$ cat src/rtl/program_loader.sv
// Receives a byte stream (16-bit word count header followed by little-endian words)
// and writes it into instruction memory, holding the core in reset until the image is complete.
module program_loader #(
    parameter int unsigned DEPTH_WORDS = 64,
    parameter logic [31:0] BASE_ADDR   = 32'h0000_0000
) (
    input  logic        clk,
    input  logic        areset,
    input  logic        start,
    input  logic        byte_valid,
    input  logic [7:0]  byte_data,
    output logic        byte_ready,
    output logic        imem_we,
    output logic [31:0] imem_addr,
    output logic [31:0] imem_wd,
    output logic        core_hold,
    output logic        busy,
    output logic        done,
    output logic        error
);

    localparam int IDXW = $clog2(DEPTH_WORDS + 1);

    typedef enum logic [2:0] {
        IDLE,
        HDR0,
        HDR1,
        DATA,
        DONE,
        ERR
    } LoaderState;

    LoaderState state, stateNext;

    logic [7:0]      countLow;
    logic [15:0]     wordCount;
    logic [IDXW-1:0] wordIndex;
    logic [1:0]      lane;
    logic [23:0]     assembly;
    logic [15:0]     headerCount;
    logic            headerBad;
    logic            lastWord;
    logic            acceptState;
    logic            transfer;

    assign acceptState = (state == HDR0) || (state == HDR1) || (state == DATA);
    assign byte_ready  = acceptState;
    assign busy        = acceptState;
    assign done        = (state == DONE);
    assign error       = (state == ERR);
    assign transfer    = byte_valid && acceptState;

    assign headerCount = {byte_data, countLow};
    assign headerBad   = (headerCount == 16'd0) || (32'(headerCount) > DEPTH_WORDS);
    assign lastWord    = (32'(wordIndex) + 32'd1) == 32'(wordCount);

    always_ff @(posedge clk) begin
        if (areset) begin
            state <= IDLE;
        end else begin
            state <= stateNext;
        end
    end

    always_comb begin
        stateNext = state;
        case (state)
            IDLE, DONE, ERR: begin
                if (start) stateNext = HDR0;
            end
            HDR0: begin
                if (transfer) stateNext = HDR1;
            end
            HDR1: begin
                if (transfer) stateNext = headerBad ? ERR : DATA;
            end
            DATA: begin
                // The final write is issued on the same edge that enters DONE
                if (transfer && (lane == 2'd3) && lastWord) stateNext = DONE;
            end
            default: stateNext = IDLE;
        endcase
    end

    always_ff @(posedge clk) begin
        if (areset) begin
            countLow  <= '0;
            wordCount <= '0;
            wordIndex <= '0;
            lane      <= '0;
            assembly  <= '0;
            imem_we   <= 1'b0;
            imem_addr <= BASE_ADDR;
            imem_wd   <= '0;
            core_hold <= 1'b1;
        end else begin
            imem_we <= 1'b0;
            case (state)
                IDLE, DONE, ERR: begin
                    // Hold stays asserted through the final write cycle, then drops
                    if (start) begin
                        core_hold <= 1'b1;
                        wordIndex <= '0;
                        lane      <= '0;
                    end else if (state == DONE) begin
                        core_hold <= 1'b0;
                    end
                end
                HDR0: begin
                    if (transfer) countLow <= byte_data;
                end
                HDR1: begin
                    if (transfer) begin
                        wordCount <= headerCount;
                        wordIndex <= '0;
                        lane      <= '0;
                    end
                end
                DATA: begin
                    if (transfer) begin
                        lane <= lane + 2'd1;
                        case (lane)
                            2'd0: assembly[7:0]   <= byte_data;
                            2'd1: assembly[15:8]  <= byte_data;
                            2'd2: assembly[23:16] <= byte_data;
                            default: begin
                                imem_we   <= 1'b1;
                                imem_wd   <= {byte_data, assembly};
                                imem_addr <= BASE_ADDR + (32'(wordIndex) << 2);
                                wordIndex <= wordIndex + 1'b1;
                            end
                        endcase
                    end
                end
                default: ;
            endcase
        end
    end

endmodule

$ cat config.mk
export PLATFORM = sky130hd
export DESIGN_NAME = program_loader
export DESIGN_NICKNAME = d
export VERILOG_FILES = /design/src/rtl/program_loader.sv
export SDC_FILE = /design/constraint.sdc
export NUM_CORES = 1
export LEC_CHECK = 0
export ABC_AREA = 0
export CAP_MARGIN = 20
export CORE_MARGIN = 10
export CORE_UTILIZATION = 42
export CTS_CLUSTER_SIZE = 25
export DETAILED_ROUTE_END_ITERATION = 8
export GPL_TIMING_DRIVEN = 0
export MAX_ROUTING_LAYER = met4
export PLACE_DENSITY = 0.73
export SKIP_CTS_REPAIR_TIMING = 1
export SKIP_LAST_GASP = 1
export SYNTH_ARGS = -nofsm -noshare
export SYNTH_HDL_FRONTEND = slang
export SYNTH_SLANG_ARGS = --single-unit
$ cat constraint.sdc
create_clock -name clk -period 6.4 [get_ports clk]
set_input_delay 1.92 -clock clk [delete_from_list [all_inputs] [get_ports clk]]
set_output_delay 1.92 -clock clk [all_outputs]
set_load 0.02 [all_outputs]
# Word-level counts from Yosys, hierarchy flattened
# Index checks and enable logic that the tools add are counted.
dict set report word_totals {
  regBits 101
}
dict set report classes {
  n_addsub 3
  n_lt_le_gt_ge 1
  eq_ne 15
  muxes 18
  n_bitwise 3
  reduce_logical 24
}
# operator n
set op_table {}
lappend op_table {{two-way mux 7 bit} 4}
lappend op_table {{case mux 7 bit (3 select lines)} 1}
lappend op_table {{equality test 8 x 16 -> 1 bit} 1}
lappend op_table {{> comparator 16 x 7 -> 1 bit (second input constant)} 1}
lappend op_table {{zero test 16 bit} 1}
lappend op_table {{two-way mux 3 bit} 5}
lappend op_table {{case mux 3 bit (4 select lines)} 1}
lappend op_table {{AND reduction 3 bit} 4}
lappend op_table {{inequality test 2 bit (second input constant)} 5}
lappend op_table {{OR reduction 3 bit} 3}
lappend op_table {{adder 7 x 1 -> 8 bit (second input constant)} 1}
lappend op_table {{AND reduction 4 bit} 2}
lappend op_table {{adder 7 x 1 -> 7 bit (second input constant)} 1}
lappend op_table {{equality test 3 x 2 -> 1 bit (second input constant)} 2}
lappend op_table {{equality test 3 bit (second input constant)} 2}
lappend op_table {{two-way mux 2 bit} 3}
lappend op_table {{case mux 2 bit (3 select lines)} 1}
lappend op_table {{AND reduction 2 bit} 3}
lappend op_table {{AND reduction 5 bit} 1}
lappend op_table {{equality test 2 bit (second input constant)} 2}
lappend op_table {{equality test 3 x 1 -> 1 bit (second input constant)} 1}
lappend op_table {{logical AND 1 bit} 3}
lappend op_table {{zero test 3 bit} 1}
lappend op_table {{logical OR 1 bit} 3}
lappend op_table {{other kinds (8)} 12}

# Depth between registers and ports, before layout
dict set report depth {
  word_depth 8
  depth_mapped 8
  depth_no_buf 7
}

# Worst setup path before layout
# OpenSTA, ideal clock, no wires.
dict set report synth_path {
  path_type {input to register}
  startpoint {in byte_valid}
  endpoint {reg state[1]}
  setup_ps 138
  arrival_time_ps 3115
  required_time_ps 6262
  path_slack_ps 3147
  cell_stages 6
  path_buffers 0
  path_cell_list {inv_1 > nor4_1 > nand4_1 > or4b_2 > o21ai_0 > a221oi_1}
}
dict set report synth_via {
  elab_chain_len 5
  elab_cells_between_ends 7
  cone_classes {3 x eq/ne; 4 x reduce/logical}
}
# item line
set synth_rtl {}
lappend synth_rtl {{start, declared} 10} ;# input logic byte_valid,
lappend synth_rtl {{logical AND 1 bit *} 51} ;# assign transfer = byte_valid && acceptState;
lappend synth_rtl {{logical AND 1 bit (2 in series)} 79} ;# if (transfer && (lane == 2'd3) && lastWord) stateNext = DONE;
lappend synth_rtl {{inequality test 2 x 1 -> 1 bit (no source line)} --}
lappend synth_rtl {{AND reduction 4 bit (no source line) *} --}
lappend synth_rtl {{end signal, assigned} 61} ;# state <= stateNext;
lappend synth_rtl {{end, declared} 33} ;# LoaderState state, stateNext;
# Every way passes the cells marked *; elsewhere a longest branch is shown, timed or not.
# A chain may end at the register's enable or synchronous reset.

# Final worst setup path
dict set report layout_path {
  startpoint {reg state[0]}
  endpoint {out error}
}
dict set report layout_via {
  elab_chain_len 1
}
# item line
set layout_rtl {}
lappend layout_rtl {{equality test 3 bit} 50} ;# assign error = (state == ERR);
lappend layout_rtl {{end, declared} 19} ;# output logic error
# No other way between the ends.

==> out/summary.txt <==
ANT cells - 0
Pwr dens - 220.9 nW/µm²
PortBufs - 55
Post-layout instance area - 5273 µm²
Slowest CP cell - clkdlybuf4s50_1
Die width - 120.9 µm
Num CTS Buffers - 9
Final ANT Viol Nets - 0
Routed wire per std cell - 14.44 µm
WP data required - 4.48 ns
Sequential area share after synthesis - 47.28%
Routed wire length - 11.38 mm
Dpl cell area - 5089 µm²
Final setup viols - 0
Clk sinks - 101
Die ar. - 14,620 µm²
Die H - 120.9 µm
Site Rows - 36
TNS Setup - 0 ns
Via density - 5.023
Largest net degree at the start of global routing - 18
GR peak layer - met2
Synth cell types - 36
H-tree Lvls - 3
Max Freq - 244.8 MHz
Max FO, Critical Path - 10
M3 GR Usage - 3.909%
Top-Level Pins - 82
Arrival time worst endpoint - 2.16 ns
Global-route wire length before repair - 18.72 mm
Longest Clk Path Bufs - 2
CP max stage delay - 0.64 ns
Total of max-cap violations - 0
Root buffer cell - clkbuf_8
Final #Nets - 668
EDFF count, synth - 0
Net Sw Frac - 27.88%
Most common cell in the netlist - nand2_1
Layout Skew - 0.01053 ns
Yosys top cell area share - 47.28%
Cell count after synthesis - 559
Initial antenna violation count - 0
Syn_area_per_cell - 7.650 µm²
Final Hold Viols - 0
Post-synth top area cell - dfxtp_1
Via Count - 3,958
Status - complete, no violations
Ys Warns - 0
Drt drc - 0
Worst setup margin - 2.316 ns
Global Route Usage Sum - 15.80%
Overflow after GRT - 0
Part of the power in registers - 55.5%
Power share of the combinational group - 11.6%
Async S/R FF share, synth - 0%
Worst setup SP type - register
Clock power frac - 33.0%
FF+latch count, synth - 101
Share of cells above drive strength 1 - 6.718%
Starting Density - 43.35%
Final Max Slew Viols - 0
Main synth FF type - dfxtp_1
Final RePlAce weighted congestion - 0.9001
Clk_lat worst skew - 0.36 ns
DRT Pass-1 Iters - 5
1st-iter DRT viols - 324
HP Class - reg2reg
Internal power - 839.9 µW
Area Overhead vs Synth - 23.29%
Filler cells - 938
RSZ-0062 raised after global routing - no
Core Region - 9864 µm²
Rel. slew slack - 45.69%
P_sw - 324.7 µW
Leak Pwr - 0.001860 µW
Least-Margin Pin Slew - 0.8061 ns
CTS tree - built
Met2 usage - 22.28%
CP Capture Type - output port
Setup CP Type - reg2out
Worst-path clk slew - 0.10 ns
Synthesized area - 4277 µm²
Top cells by count, synth - nand2_1 (164), dfxtp_1 (101), a21oi_1 (100), clkbuf_1 (36), nand3_1 (28)
Vias in the first global route - 3,706
Post-route minimum period - 4.084 ns
Final HPWL from detailed placement - 8.382 mm
Worst VDD drop - 118.0 µV
Period utilization - 63.82%
Top post-synthesis cells by area - dfxtp_1 (47%), nand2_1 (14%), a21oi_1 (12%), buf_4 (4.6%), nand3_1 (3.3%)
GR Layer Usage met1 - 21.09%
Post-Place Worst Slack - 2.243 ns
Worst path cell trace - clkbuf_1 > inv_1 > nor3b_1 > clkdlybuf4s50_1
## layer usage
metal / share of wire (%) / routed length [µm] / vias up
met3: 8.4 / 959 / 24
met5: 0 / 0 / -
met4: 2.6 / 300 / 0
li1: - / - / 1992
met2: 43 / 4836 / 135
met1: 46 / 5281 / 1807
## per-stage QoR
step / hold WS [ns] / power [µW] / utilization, % / std cells
floorplan: 0.4321 / 748.0 / - / 583
global placement: 0.4415 / 791.5 / 51.53 / 771
detailed placement: 0.4464 / 793.2 / 51.59 / 772
CTS: 0.4615 / 1166 / 53.45 / 788
global route: 0.4790 / 1206 / 53.45 / 788
finish: 0.4560 / 1165 / 53.45 / 788
## cells by family after synthesis
logic type      after synthesis  share of synthesized area (%)
fa+ha+maj                     6                          1.755
buf+inv                      68                          8.250
flops                       101                          47.28
simple gates                251                          25.69
compound gates              121                          14.63
other cells                   1                        0.08769
xor+xnor                      9                          1.843
mux                           2                         0.4681
## sequential cells by signal, indices dropped and copies added, names as in the netlist
| name | count |
|---|---|
| imem_wd | 32 |
| assembly | 24 |
| wordCount | 16 |
| countLow | 8 |
| imem_addr | 7 |
| wordIndex | 7 |
| state | 3 |
| lane | 2 |
| core_hold | 1 |
| imem_we | 1 |
## final cells by class
type	count	area, µm²	share of cell area (%)
plain buffers	63	334.1	6.336
clock buffers	10	137.6	2.610
clock inverters	6	46.29	0.8780
inverters	5	18.77	0.3560
multi-input cells	414	1992	37.78
flip-flops and latches	101	2022	38.35
well taps	133	166.4	3.156
repair buffers	56	555.5	10.54
## final timing paths
path	from	to	slack, ns	depth (start not counted)
worst max-delay path	state[0]	error	2.32	4
worst min-delay path	imem_wd[20]	imem_wd[20]	0.46	2
worst max register to register	state[0]	wordIndex[3]	3.88	7
worst min register to register	imem_wd[20]	imem_wd[20]	0.46	2
## critical path: cells and delay by family, from the launching register on
| family | cells | cell delay, ns |
|---|---|---|
| buf+inv | 3 | 1.24 |
| flops | 1 | 0.32 |
| simple gates | 1 | 0.26 |
## layout by cell type, fill, tap and decap left out, types with 2 or more instances in the layout
master	instances
clkinv_2	2
clkbuf_1	36
dfxtp_1	101
nor2_1	20
and3_1	2
nor4_1	5
nand4_1	4
inv_1	5
mux2i_1	2
o21ai_0	15
xor2_1	4
nand2_1	164
nand2b_1	2
buf_4	26
ha_1	6
clkdlybuf4s50_1	55
nor3_1	4
clkbuf_8	10
a21oi_1	100
nand3_1	28
conb_1	25
nand3b_1	4
and2_1	2
or3_1	4
or4_1	5
xnor2_1	5
o31ai_1	2
## power by group through the flow
stage / clock [µW] / combinational (µW) / sequential (µW)
after floorplan: 0 / 90.0 / 658
after global placement: 0 / 131 / 660
after detailed placement: 0 / 133 / 660
after CTS: 387 / 133 / 646
after global routing: 409 / 149 / 647
final: 384 / 135 / 646
No activity file was read; power rests on OpenSTA's default activity.
